[src/rtl/fb_write_arbiter_pkg.sv]
// Shared types and counter widths for the framebuffer write-port arbiter.
package fb_write_arbiter_pkg;

    typedef enum logic {
        WAIT_VS = 1'b0,
        RUN     = 1'b1
    } arb_state_e;

    localparam int PIX_CNT_BITS   = 21;
    localparam int FRAME_CNT_BITS = 16;
    localparam int ERR_CNT_BITS   = 8;

endpackage

[src/rtl/fb_frame_auditor.sv]
// Per-frame pixel audit: counts forwarded pixels and compares each finished
// frame against the committed width x height.
module fb_frame_auditor
    import fb_write_arbiter_pkg::*;
#(
    parameter int W_BITS = 11,
    parameter int H_BITS = 10
) (
    input  logic                      clk,
    input  logic                      rst_n,
    input  logic                      clear,
    input  logic                      pix_we,
    input  logic                      frame_end,
    input  logic [W_BITS-1:0]         width,
    input  logic [H_BITS-1:0]         height,
    output logic [FRAME_CNT_BITS-1:0] frame_cnt,
    output logic [ERR_CNT_BITS-1:0]   err_cnt
);

    logic [PIX_CNT_BITS-1:0]   pix_q, pix_d;
    logic [PIX_CNT_BITS-1:0]   target;
    logic                      first_q, first_d;
    logic [FRAME_CNT_BITS-1:0] frame_q, frame_d;
    logic [ERR_CNT_BITS-1:0]   err_q, err_d;

    always_comb begin
        target  = PIX_CNT_BITS'(width) * PIX_CNT_BITS'(height);
        pix_d   = pix_q;
        first_d = first_q;
        frame_d = frame_q;
        err_d   = err_q;
        if (clear) begin
            pix_d   = '0;
            first_d = 1'b1;
        end else if (frame_end) begin
            // A vsync before any pixel since the commit is a held frame-start
            // pulse, not the end of a real frame.
            if (!first_q) begin
                frame_d = frame_q + FRAME_CNT_BITS'(1);
                if ((pix_q != target) && (err_q != '1)) begin
                    err_d = err_q + ERR_CNT_BITS'(1);
                end
            end
            pix_d   = PIX_CNT_BITS'(pix_we);
            first_d = 1'b0;
        end else if (pix_we) begin
            first_d = 1'b0;
            if (pix_q != '1) begin
                pix_d = pix_q + PIX_CNT_BITS'(1);
            end
        end
    end

    always_ff @(posedge clk or negedge rst_n) begin
        if (!rst_n) begin
            pix_q   <= '0;
            first_q <= 1'b1;
            frame_q <= '0;
            err_q   <= '0;
        end else begin
            pix_q   <= pix_d;
            first_q <= first_d;
            frame_q <= frame_d;
            err_q   <= err_d;
        end
    end

    assign frame_cnt = frame_q;
    assign err_cnt   = err_q;

endmodule

[src/rtl/fb_write_arbiter.sv]
// Selects one of two pixel sources for the framebuffer write port; switches
// only at a vsync of the newly selected source so frames are never torn.
module fb_write_arbiter
    import fb_write_arbiter_pkg::*;
#(
    parameter int COLOR_BITS = 18,
    parameter int W_BITS     = 11,
    parameter int H_BITS     = 10
) (
    input  logic                      clk,
    input  logic                      rst_n,
    input  logic                      fb_ready,
    input  logic                      sel,
    input  logic                      s0_vsync,
    input  logic                      s1_vsync,
    input  logic                      s0_we,
    input  logic                      s1_we,
    input  logic [COLOR_BITS-1:0]     s0_data,
    input  logic [COLOR_BITS-1:0]     s1_data,
    input  logic [W_BITS-1:0]         s0_width,
    input  logic [W_BITS-1:0]         s1_width,
    input  logic [H_BITS-1:0]         s0_height,
    input  logic [H_BITS-1:0]         s1_height,
    input  logic [W_BITS-1:0]         s0_disp_width,
    input  logic [W_BITS-1:0]         s1_disp_width,
    output logic                      fb_vsync,
    output logic                      fb_we,
    output logic [COLOR_BITS-1:0]     fb_data,
    output logic [W_BITS-1:0]         fb_width,
    output logic [H_BITS-1:0]         fb_height,
    output logic [W_BITS-1:0]         fb_disp_width,
    output logic                      active,
    output logic                      locked,
    output logic [FRAME_CNT_BITS-1:0] frame_cnt,
    output logic [ERR_CNT_BITS-1:0]   err_cnt
);

    arb_state_e              state_q, state_d;
    logic                    active_q, active_d;
    logic                    fb_vsync_q, fb_vsync_d;
    logic                    fb_we_q, fb_we_d;
    logic [COLOR_BITS-1:0]   fb_data_q, fb_data_d;
    logic [W_BITS-1:0]       fb_width_q, fb_width_d;
    logic [H_BITS-1:0]       fb_height_q, fb_height_d;
    logic [W_BITS-1:0]       fb_disp_width_q, fb_disp_width_d;

    logic                    src_vsync, src_we;
    logic [COLOR_BITS-1:0]   src_data;
    logic [W_BITS-1:0]       src_width, src_disp_width;
    logic [H_BITS-1:0]       src_height;
    logic                    commit, forward;

    // Whenever anything is forwarded or committed, the source is the one
    // selected by sel, so a single mux serves both paths.
    always_comb begin
        src_vsync      = sel ? s1_vsync      : s0_vsync;
        src_we         = sel ? s1_we         : s0_we;
        src_data       = sel ? s1_data       : s0_data;
        src_width      = sel ? s1_width      : s0_width;
        src_height     = sel ? s1_height     : s0_height;
        src_disp_width = sel ? s1_disp_width : s0_disp_width;
        commit  = fb_ready && src_vsync && ((state_q == WAIT_VS) || (sel != active_q));
        forward = fb_ready && (state_q == RUN) && (sel == active_q);
    end

    always_ff @(posedge clk or negedge rst_n) begin
        if (!rst_n) begin
            state_q <= WAIT_VS;
        end else begin
            state_q <= state_d;
        end
    end

    always_comb begin
        state_d = state_q;
        if (!fb_ready) begin
            state_d = WAIT_VS;
        end else if (commit) begin
            state_d = RUN;
        end else if ((state_q == RUN) && (sel != active_q)) begin
            state_d = WAIT_VS;
        end
    end

    always_comb begin
        active_d        = active_q;
        fb_vsync_d      = 1'b0;
        fb_we_d         = 1'b0;
        fb_data_d       = '0;
        fb_width_d      = fb_width_q;
        fb_height_d     = fb_height_q;
        fb_disp_width_d = fb_disp_width_q;
        if (commit) begin
            active_d        = sel;
            fb_vsync_d      = 1'b1;
            fb_width_d      = src_width;
            fb_height_d     = src_height;
            fb_disp_width_d = src_disp_width;
        end else if (forward) begin
            fb_vsync_d = src_vsync;
            fb_we_d    = src_we;
            fb_data_d  = src_data;
            if (src_vsync) begin
                fb_width_d      = src_width;
                fb_height_d     = src_height;
                fb_disp_width_d = src_disp_width;
            end
        end
    end

    always_ff @(posedge clk or negedge rst_n) begin
        if (!rst_n) begin
            active_q        <= 1'b0;
            fb_vsync_q      <= 1'b0;
            fb_we_q         <= 1'b0;
            fb_data_q       <= '0;
            fb_width_q      <= '0;
            fb_height_q     <= '0;
            fb_disp_width_q <= '0;
        end else begin
            active_q        <= active_d;
            fb_vsync_q      <= fb_vsync_d;
            fb_we_q         <= fb_we_d;
            fb_data_q       <= fb_data_d;
            fb_width_q      <= fb_width_d;
            fb_height_q     <= fb_height_d;
            fb_disp_width_q <= fb_disp_width_d;
        end
    end

    // Geometry used for the audit is the committed one, not the live inputs.
    fb_frame_auditor #(
        .W_BITS (W_BITS),
        .H_BITS (H_BITS)
    ) u_auditor (
        .clk       (clk),
        .rst_n     (rst_n),
        .clear     (commit),
        .pix_we    (forward && src_we),
        .frame_end (forward && src_vsync),
        .width     (fb_width_q),
        .height    (fb_height_q),
        .frame_cnt (frame_cnt),
        .err_cnt   (err_cnt)
    );

    assign fb_vsync      = fb_vsync_q;
    assign fb_we         = fb_we_q;
    assign fb_data       = fb_data_q;
    assign fb_width      = fb_width_q;
    assign fb_height     = fb_height_q;
    assign fb_disp_width = fb_disp_width_q;
    assign active        = active_q;
    assign locked        = (state_q == RUN);

endmodule

[config.mk]
export PLATFORM = sky130hd
export DESIGN_NAME = fb_write_arbiter
export DESIGN_NICKNAME = d
export VERILOG_FILES = /design/src/rtl/fb_write_arbiter_pkg.sv /design/src/rtl/fb_frame_auditor.sv /design/src/rtl/fb_write_arbiter.sv
export SDC_FILE = /design/constraint.sdc
export NUM_CORES = 1
export LEC_CHECK = 0
export CAP_MARGIN = 10
export CORE_MARGIN = 5
export CORE_UTILIZATION = 53
export CTS_CLUSTER_DIAMETER = 200
export CTS_CLUSTER_SIZE = 40
export DETAILED_ROUTE_END_ITERATION = 12
export PLACE_DENSITY = 0.82
export SYNTH_ARGS = -nofsm -noshare
export SYNTH_HDL_FRONTEND = slang
export SYNTH_HIERARCHICAL = 1
export SYNTH_SLANG_ARGS = --single-unit
[constraint.sdc]
create_clock -name clk -period 6.83 [get_ports clk]
set_input_delay 2.049 -clock clk [delete_from_list [all_inputs] [get_ports clk]]
set_output_delay 2.049 -clock clk [all_outputs]
set_load 0.05 [all_outputs]
### After elaboration in Yosys (flattened, before gate mapping)

Index checks and enable logic that the tools add are counted.

* add/sub/neg operators: 3
* $mul: 1
* equality and inequality tests: 6
* multiplexer cells: 31
* bitwise logic cells: 3
* reductions and logical operators: 17

Operators by type and width (number)
* 2-to-1 mux 11 bit: 8
* 2-to-1 mux 21 bit: 4
* 2-to-1 mux 18 bit: 3
* 2-to-1 mux 10 bit: 4
* adder 21 x 1 -> 21 bit (second input constant): 1
* multiplier 11 x 10 -> 21 bit: 1
* != test 21 bit: 1
* != test 21 bit (second input constant): 1
* adder 16 x 1 -> 16 bit (second input constant): 1
* 2-to-1 mux 1 bit: 12
* adder 8 x 1 -> 8 bit (second input constant): 1
* logical AND 1 bit: 8
* != test 8 bit (second input constant): 1
* nonzero test 3 bit: 2
* AND reduction 2 bit: 2
* AND reduction 4 bit: 1
* nonzero test 2 bit: 2
* != test 3 x 1 -> 1 bit (second input constant): 1
* inverter 1 bit: 3
* AND reduction 3 bit: 1
* == test 1 bit: 1
* logical OR 1 bit: 1
* != test 1 bit: 1

* flip-flop bits (word level): 100
* bits of input ports: 108
* output and inout bits: 78
* logic and storage cells: 73

### Longest topological paths before layout

Gate-level depths: netlist (run 1).

* depth after elaboration: 6
* depth in mapped cells: 22
* mapped depth without buffers: 19

### Hierarchy

The synthesis (run 1) kept the hierarchy.

Modules (own cells, without submodules)
* fb_frame_auditor: times used 1, cells an instance 766, area each 6507.5 um^2, seq. area each 1152.4 um^2
* fb_write_arbiter: times used 1, cells an instance 225, area each 2588.7 um^2, seq. area each 1351.3 um^2

### Worst setup path before layout (run 1)

No wires, ideal clock.

* path kind: register to register
* start point: register fb_height_q[9] (netlist: fb_height[9])
* end point: register u_auditor.err_q[6] (netlist: u_auditor/err_cnt[6])
* library setup time: 0.124 ns
* arrival: 6.076 ns
* data required time: 6.706 ns
* slack: 0.630 ns
* stages on the path, launching flop included: 19
* path buffers: 2
* period minus slack after synthesis: 6.200 ns
* cell sequence: dfrtp_1 clkbuf_1 nand2_1 fa_1 fa_1 fa_1 fa_1 inv_1 fa_1 ha_1 buf_2 a21oi_1 o21ai_0 a22o_1 or4_1 nor4_2 and4_4 nand2_4 a211o_1

* cells in the longest elaborated chain, start to end: 4

Ends and longest elaborated chain
* from (decl): RTL line fb_write_arbiter.sv:44 `logic [H_BITS-1:0] fb_height_q, fb_height_d;`
* from (signal assigned): RTL line fb_write_arbiter.sv:126 `fb_height_q <= fb_height_d;`
* multiplier 11 x 10 -> 21 bit: RTL line fb_frame_auditor.sv:27 `target = PIX_CNT_BITS'(width) * PIX_CNT_BITS'(height);`
* != test 21 bit: RTL line fb_frame_auditor.sv:40 `if ((pix_q != target) && (err_q != '1)) begin`
* logical AND 1 bit: RTL line fb_frame_auditor.sv:40
* AND reduction 4 bit (no line)
* to (signal assigned): RTL line fb_frame_auditor.sv:64 `err_q <= err_d;`
* to (decl): RTL line fb_frame_auditor.sv:24 `logic [ERR_CNT_BITS-1:0] err_q, err_d;`

No other way between the ends.
A chain may end at the register's enable or synchronous reset.

### Worst setup path after layout (run 1)

* start point: register fb_width_q[2] (netlist: fb_width[2])
* end point: register u_auditor.err_q[7] (netlist: u_auditor/err_cnt[7])

* cells in the longest elaborated chain, start to end: 4

Ends and longest elaborated chain
* from (decl): RTL line fb_write_arbiter.sv:43 `logic [W_BITS-1:0] fb_width_q, fb_width_d;`
* from (signal assigned): RTL line fb_write_arbiter.sv:125 `fb_width_q <= fb_width_d;`
* multiplier 11 x 10 -> 21 bit: RTL line fb_frame_auditor.sv:27
* != test 21 bit: RTL line fb_frame_auditor.sv:40
* logical AND 1 bit: RTL line fb_frame_auditor.sv:40
* AND reduction 4 bit (no line)

No other way between the ends.

==> results of run 1 <==
## cell families after synthesis
family / count (synthesis) / share of synthesized area, %
buffers and inverters: 137 / 6.465
AND/OR/NAND/NOR: 325 / 17.44
AO/OA/AOI/OAI: 195 / 14.03
XOR/XNOR: 50 / 4.897
adder cells (fa/ha/maj): 129 / 23.52
multiplexers: 55 / 6.121
flip-flops: 100 / 27.52
## worst paths after layout
kind	endpoint
max reg2reg	u_auditor/err_cnt[7]
min reg2reg	u_auditor/frame_cnt[8]
min	u_auditor/frame_cnt[8]
max	u_auditor/err_cnt[7]
min in group asynchronous	fb_data[2]
max in group asynchronous	fb_height[9]
## stage by stage
step	instances	instance area, um^2	hold WS (ns)	util (%)
detailed placement	1351	10990	0.4749	64.41
global route	1368	11330	0.5131	66.42
global placement	1351	10990	0.4686	64.41
finish	1368	11330	0.5023	66.42
floorplan	991	9096	0.4937	-
CTS	1367	11310	0.5024	66.32
## flip-flops by register name (all words and copies together), names as in the netlist
register             cells
active                   1
fb_data                 18
fb_disp_width           11
fb_height               10
fb_vsync                 1
fb_we                    1
fb_width                11
locked                   1
u_auditor/err_cnt        8
u_auditor/first_q        1
u_auditor/frame_cnt     16
u_auditor/pix_q         21
## worst max-delay path, stage by stage (launching register included)
cell	delay [ns]
dfrtp_1	0.59
nand2_1	0.15
fa_1	0.51
fa_1	0.52
fa_1	0.52
fa_1	0.54
inv_1	0.05
fa_1	0.47
ha_1	0.42
a21oi_2	0.31
o21ai_0	0.27
a22o_1	0.26
or4_1	0.42
nor4_2	0.47
nand4_1	0.37
o311ai_1	0.36
o21ai_1	0.11
## final cells by class
class | instances | share of cell area [%]
clock inverter | 4 | 0.7069
multi-input combinational | 754 | 53.04
antenna | 1 | 0.02209
clock buffer | 12 | 2.176
timing repair buffer | 193 | 16.77
inverter | 79 | 2.618
tap | 225 | 2.485
sequential | 100 | 22.19
## repair_timing
action                                  CTS  global route
gates resized for setup                   0             9
setup buffers                             0             0
endpoints found under the setup margin    0             6
## placed cells by master, fill, tap and decap left out, types with 4 or more instances in the layout
master,count
clkdlybuf4s50_1,182
nand2_1,113
dfrtp_1,91
inv_1,79
fa_1,70
nor2_1,69
ha_1,59
a21oi_1,53
mux2i_1,53
and2_1,41
a31oi_1,38
xnor2_1,27
o21ai_0,27
xor2_1,22
a21oi_2,21
nor3_1,18
nand3_1,17
nand4_1,13
clkbuf_16,9
buf_4,9
and3_1,9
or3_1,9
dfrtp_2,8
o211ai_1,6
a21o_1,5
o21a_1,5
o22ai_1,5
o311ai_1,5
and3_2,4
nor4_1,4
## per-layer routing
layer / up-vias / GRT usage (%) / routed length, um
li1: 3686 / - / -
met1: 3778 / 32.56 / 10390
met2: 352 / 41.51 / 12490
met3: 46 / 6.513 / 2085
met4: 0 / 8.006 / 653
met5: - / 0 / 0
==> Flow_metrics.wiki, run 1 <==
{| class="wikitable"
! Metric !! Value
|-
| GRT Util Overall || 25.16%
|-
| Sequential cell area || 0.002514 mm^2
|-
| Primary flip-flop cell chosen by synthesis mapping || dfrtp_1
|-
| Setup TNS || 0 ns
|-
| Fraction of layout instances using a drive strength above 1 || 6.480%
|-
| Synthesized flop and latch total || 100
|-
| Synthesized Nets || 1228
|-
| Outcome || finished, final reports clean
|-
| Maximum count of clock buffers along a single path || 2
|-
| Synthesized area per cell || 9.179 um^2
|-
| Number of fillers in the final layout || 1364
|-
| Number of detailed-route iterations in the first pass || 6
|-
| Worst-case clock skew || 0.009759 ns
|-
| Worst path arrival time || 6.69 ns
|-
| NumNets Final || 1374
|-
| Depth of the worst register-to-register path || 16
|-
| Clock tree from TritonCTS || built
|-
| Pins Over Slew Limit || 0
|-
| CTS clock-pin slew for the worst setup and hold paths || 0.08 ns
|-
| Die ar. || 0.01988 mm^2
|-
| Clock Latency Late Sink || 0.35 ns
|-
| Combined area of all synthesized cells || 0.009096 mm^2
|-
| Overall via count from detail_route || 7862
|-
| Maximum number of pins on one net before global-route repair || 67
|-
| Critical R2R Launch || fb_width[2]
|-
| Width of the die || 141.0 um
|-
| Unrepaired setup endpoints after global routing || false
|-
| Top cells by area, synth || dfrtp_1 (27%), fa_1 (15%), ha_1 (8.1%)
|-
| Startpoint of the lowest-slack hold path || u_auditor/frame_cnt[8]
|-
| Number of remaining DRC errors || 0
|-
| Root Driver || clkbuf_16
|-
| Critical setup path kind || flip-flop to flip-flop
|-
| Biggest fanout along the worst timing path || 12
|-
| Area of the multi-input gates || 0.006008 mm^2
|-
| Slew at the pin with the worst max-slew slack || 1.010 ns
|-
| Count of buffers inserted at the top-level ports || 185
|-
| Placed wire-length estimate || 19960 um
|-
| Worst relative slew slack || 32.52%
|-
| Hold violation total from the final report || 0
|-
| Sort of element at the start of the critical path || flip-flop
|-
| Overflow left after global routing || 0
|-
| H-Tree Depth || 3
|-
| Via/cell ratio || 5.747
|-
| Die span in y || 141.0 um
|-
| Routability Congestion || 0.9370
|-
| Period Utilization, post-route || 94.68%
|-
| Hold/Removal Path Class || flip-flop to flip-flop
|-
| Number of distinct library cells after synthesis || 71
|-
| Post-synthesis sequential area ratio || 27.52%
|-
| Proportion of synthesized flip-flops having asynchronous set or reset || 100.0%
|-
| TritonCTS Sinks || 100
|-
| Most frequent cells after synthesis || nand2_1 (113), dfrtp_1 (99), inv_1 (79)
|-
| Setup slack, reg-to-reg || 0.36 ns
|-
| # Max-Cap Violations || 0
|-
| Synth warn || 6
|-
| DRT Wirelength || 25620 um
|-
| Min cycle time layout || 6.467 ns
|-
| Share of the synthesized area in the top cell type || 27.24%
|-
| IO Count || 186
|-
| Number of antenna violations at the first check in global routing || 1
|-
| Cts hold-fix bufs || 0
|-
| Effective utilization at floorplan || 53.33%
|-
| Post-synth EDFFs || 0
|-
| Vias in the first global route || 7636
|-
| First-pass GRT wire length || 39850 um
|-
| Row count || 48
|-
| Pre-CTS setup slack || 0.3071 ns
|-
| Most common cell in the netlist || nand2_1
|-
| Worst Setup Slack, final || 0.3632 ns
|-
| Category of the worst setup path capture point || flip-flop
|-
| Critical Path RT || 7.05 ns
|-
| Residual antenna-violating net count after detailed routing || 0
|-
| Iter 0 DRT Violations || 695
|-
| Wire length per cell after detailed routing || 18.73 um
|-
| Achievable frequency || 154.6 MHz
|-
| Num CTS Buffers || 9
|-
| Core outline area || 0.01706 mm^2
|-
| # setup viols final || 0
|-
| CP Launch Point || fb_width[2]
|-
| Cell taking the most area after synthesis || dfrtp_1
|-
| Area added between synthesis and finish || 24.54%
|-
| Hold Path Stages || 1
|-
| Number of instances in the synthesized netlist || 991
|}
Power of run 1 is not shown: default switching activity piles up to over one toggle a cycle in this logic, so the estimate is an artifact.
==> run 2, diff against run 1 <==
--- a/config.mk
+++ b/config.mk
@@ -6,7 +6,6 @@
 export NUM_CORES = 1
 export LEC_CHECK = 0
 export CAP_MARGIN = 10
-export CORE_MARGIN = 5
 export CORE_UTILIZATION = 53
 export CTS_CLUSTER_DIAMETER = 200
 export CTS_CLUSTER_SIZE = 40
==> run 2 against run 1 <==
Clock-buffer cell count decreased by 3. Register-to-register slack got worse by 0.08 ns. Maximum frequency down 1.2%. Die area down 11%. Critical path type unchanged.
==> Flow_metrics.wiki, run 2 (synthesis results as in run 1) <==
{| class="wikitable"
! Metric !! Value
|-
| Outcome || finished, final reports clean
|-
| Count of buffers inserted at the top-level ports || 185 (unchanged)
|-
| Maximum number of pins on one net before global-route repair || 68 (+1.5%)
|-
| Worst-case clock skew || 0.01012 ns (+0.0003622 ns)
|-
| Most used cell, CP || fa_1
|-
| Cts hold-fix bufs || 0 (unchanged)
|-
| Core outline area || 0.01664 mm^2 (-2.4%)
|-
| Maximum count of clock buffers along a single path || 2 (unchanged)
|-
| Sort of element at the start of the critical path || flip-flop
|-
| Depth of the worst register-to-register path || 17 (+1)
|-
| Max reg flops || 21 (unchanged)
|-
| Setup fix buffers added after clock tree synthesis || 0 (unchanged)
|-
| # Max-Cap Violations || 0 (unchanged)
|-
| NumNets Final || 1373 (-0.073%)
|-
| Overflow left after global routing || 0 (unchanged)
|-
| Overall via count from detail_route || 7865 (+0.038%)
|-
| Setup slack, reg-to-reg || 0.29 ns (-0.08 ns)
|-
| CTS clock-pin slew for the worst setup and hold paths || 0.08 ns (about the same)
|-
| Row count || 47 (-2.1%)
|-
| CTS resizes || 0 (unchanged)
|-
| Number of antenna violations at the first check in global routing || 0 (-1)
|-
| Hold Path Stages || 1 (unchanged)
|-
| H-Tree Depth || 3 (unchanged)
|-
| TritonCTS Sinks || 100 (unchanged)
|-
| Critical R2R Launch || fb_height[9]
|-
| Vias in the first global route || 7802 (+2.2%)
|-
| Stages on the worst setup path || 17 (+1)
|-
| Worst relative slew slack || 33.97% (+1.5 points)
|-
| Critical path's largest stage delay || 0.64 ns (+0.05 ns)
|-
| Cell with the largest stage delay on the worst path || a2111oi_1
|-
| Startpoint of the lowest-slack hold path || u_auditor/frame_cnt[15]
|-
| Clock tree from TritonCTS || built
|-
| Residual antenna-violating net count after detailed routing || 0 (unchanged)
|-
| Clock Latency Late Sink || 0.36 ns (about the same)
|-
| Min cycle time layout || 6.543 ns (+0.07585 ns)
|-
| # setup viols final || 0 (unchanged)
|-
| Width of the die || 133.0 um (-5.7%)
|-
| Wire length per cell after detailed routing || 18.17 um (-3.0%)
|-
| Number of remaining DRC errors || 0 (unchanged)
|-
| Instance area at placement || 0.01097 mm^2 (-0.12%)
|-
| Routability Congestion || 0.9329 (-0.44%)
|-
| Placed wire-length estimate || 19210 um (-3.8%)
|-
| Worst path arrival time || 6.78 ns (+0.09 ns)
|-
| Period Utilization, post-route || 95.79% (+1.1 points)
|-
| Hold violation total from the final report || 0 (unchanged)
|-
| Worst reg2reg endpoint || u_auditor/err_cnt[7]
|-
| Number of detailed-route iterations in the first pass || 7 (+1)
|-
| First-pass GRT wire length || 40050 um (+0.52%)
|-
| Via/cell ratio || 5.779 (+0.55%)
|-
| Effective utilization at floorplan || 54.66% (+1.3 points)
|-
| Total inserted antenna cells || 0 (-1)
|-
| Post-route cell area || 0.01128 mm^2 (-0.41%)
|-
| IO Count || 186 (unchanged)
|-
| Fraction of layout instances using a drive strength above 1 || 5.872% (-0.61 points)
|-
| GRT Util Overall || 28.72% (+3.6 points)
|-
| Critical setup path kind || flip-flop to flip-flop
|-
| Category of the worst setup path capture point || flip-flop
|-
| Hold/Removal Path Class || flip-flop to flip-flop
|-
| Slew at the pin with the worst max-slew slack || 0.9797 ns (-0.03030 ns)
|-
| Area added between synthesis and finish || 24.03%
|-
| Most common cell after layout, fill and taps aside || clkdlybuf4s50_1
|-
| Critical Path RT || 7.06 ns (about the same)
|-
| Biggest fanout along the worst timing path || 13 (+1)
|-
| Iter 0 DRT Violations || 621 (-11%)
|-
| Die ar. || 0.01769 mm^2 (-11%)
|-
| Pins Over Slew Limit || 0 (unchanged)
|-
| Num CTS Buffers || 9 (unchanged)
|-
| CP Launch Point || fb_height[9]
|-
| DRT Wirelength || 24730 um (-3.5%)
|-
| Root Driver || clkbuf_16
|-
| Highest-count cells in the layout ignoring fill and taps || clkdlybuf4s50_1 (182), nand2_1 (113), dfrtp_1 (99)
|-
| Setup TNS || 0 ns (unchanged)
|-
| Buffers & Inverters on Critical Path || 2 (+1)
|-
| Reg with most FFs || u_auditor/pix_q
|-
| Achievable frequency || 152.8 MHz (-1.2%)
|-
| Die span in y || 133.0 um (-5.7%)
|-
| Cells along the critical path || nand2_1 -> fa_1 -> fa_1 -> fa_1 -> fa_1 -> inv_1 -> fa_1 -> ha_1 -> nand2_1 -> o21ai_1 -> nor3b_1 -> a221o_1 -> a2111oi_1 -> buf_4 -> o211ai_1 -> o311ai_1 -> o21ai_1
|-
| Worst Hold Endpoint || u_auditor/frame_cnt[15]
|-
| Unrepaired setup endpoints after global routing || false
|-
| Cell family contributing the most delay on the critical path || adder cells
|}
run 2: metal layers:
| metal | routed length, um | share of wire, % | track usage (%) | up-vias |
|---|---|---|---|---|
| li1 | - | - | - | 3679 |
| met1 | 10190 | 41 | 36.21 | 3871 |
| met2 | 12570 | 51 | 49.71 | 280 |
| met3 | 1562 | 6.3 | 7.088 | 35 |
| met4 | 415 | 1.7 | 6.066 | 0 |
| met5 | 0 | 0 | 0 | - |
run 2: cell type report:
cell class | count | area [um^2]
Multi-Input combinational cell | 754 | 6010
Fill cell | 1328 | 5360
Clock inverter | 7 | 80.08
Sequential cell | 100 | 2504
Timing Repair Buffer | 192 | 1892
Clock buffer | 9 | 225.2
Tap cell | 220 | 275.3
Inverter | 79 | 296.5
run 2: worst max path at each step:
stage                                 to  slack (ns)
finish              u_auditor/err_cnt[7]        0.29
floorplan           u_auditor/err_cnt[6]        0.63
global route        u_auditor/err_cnt[7]        0.04
detailed placement  u_auditor/err_cnt[7]        0.07
global placement    u_auditor/err_cnt[7]        0.05
CTS                 u_auditor/err_cnt[7]        0.02
run 2: stage by stage:
| stage | worst slack, ns | util (%) | instances | hold WS (ns) |
|---|---|---|---|---|
| 2_1_floorplan | 0.6301 | - | 991 | 0.4937 |
| 3_3_place_gp | 0.05481 | 65.93 | 1345 | 0.4662 |
| 3_5_place_dp | 0.07482 | 65.93 | 1345 | 0.4573 |
| 4_1_cts | 0.01761 | 67.76 | 1361 | 0.4830 |
| 5_1_grt | 0.03753 | 67.79 | 1361 | 0.5132 |
| 6_report | 0.2873 | 67.79 | 1361 | 0.4772 |
run 2: worst register-to-register path, cell delays in order, from the launching register on:
cell and delay [ns]:
dfrtp_1 0.59, nand2_1 0.15, fa_1 0.54, fa_1 0.55, fa_1 0.52, fa_1 0.55
inv_1 0.06, fa_1 0.47, ha_1 0.48, nand2_1 0.19, o21ai_1 0.35, nor3b_1 0.09
a221o_1 0.31, a2111oi_1 0.64, buf_4 0.23, o211ai_1 0.22, o311ai_1 0.37, o21ai_1 0.12
Power of run 2 is left out for the same reason.
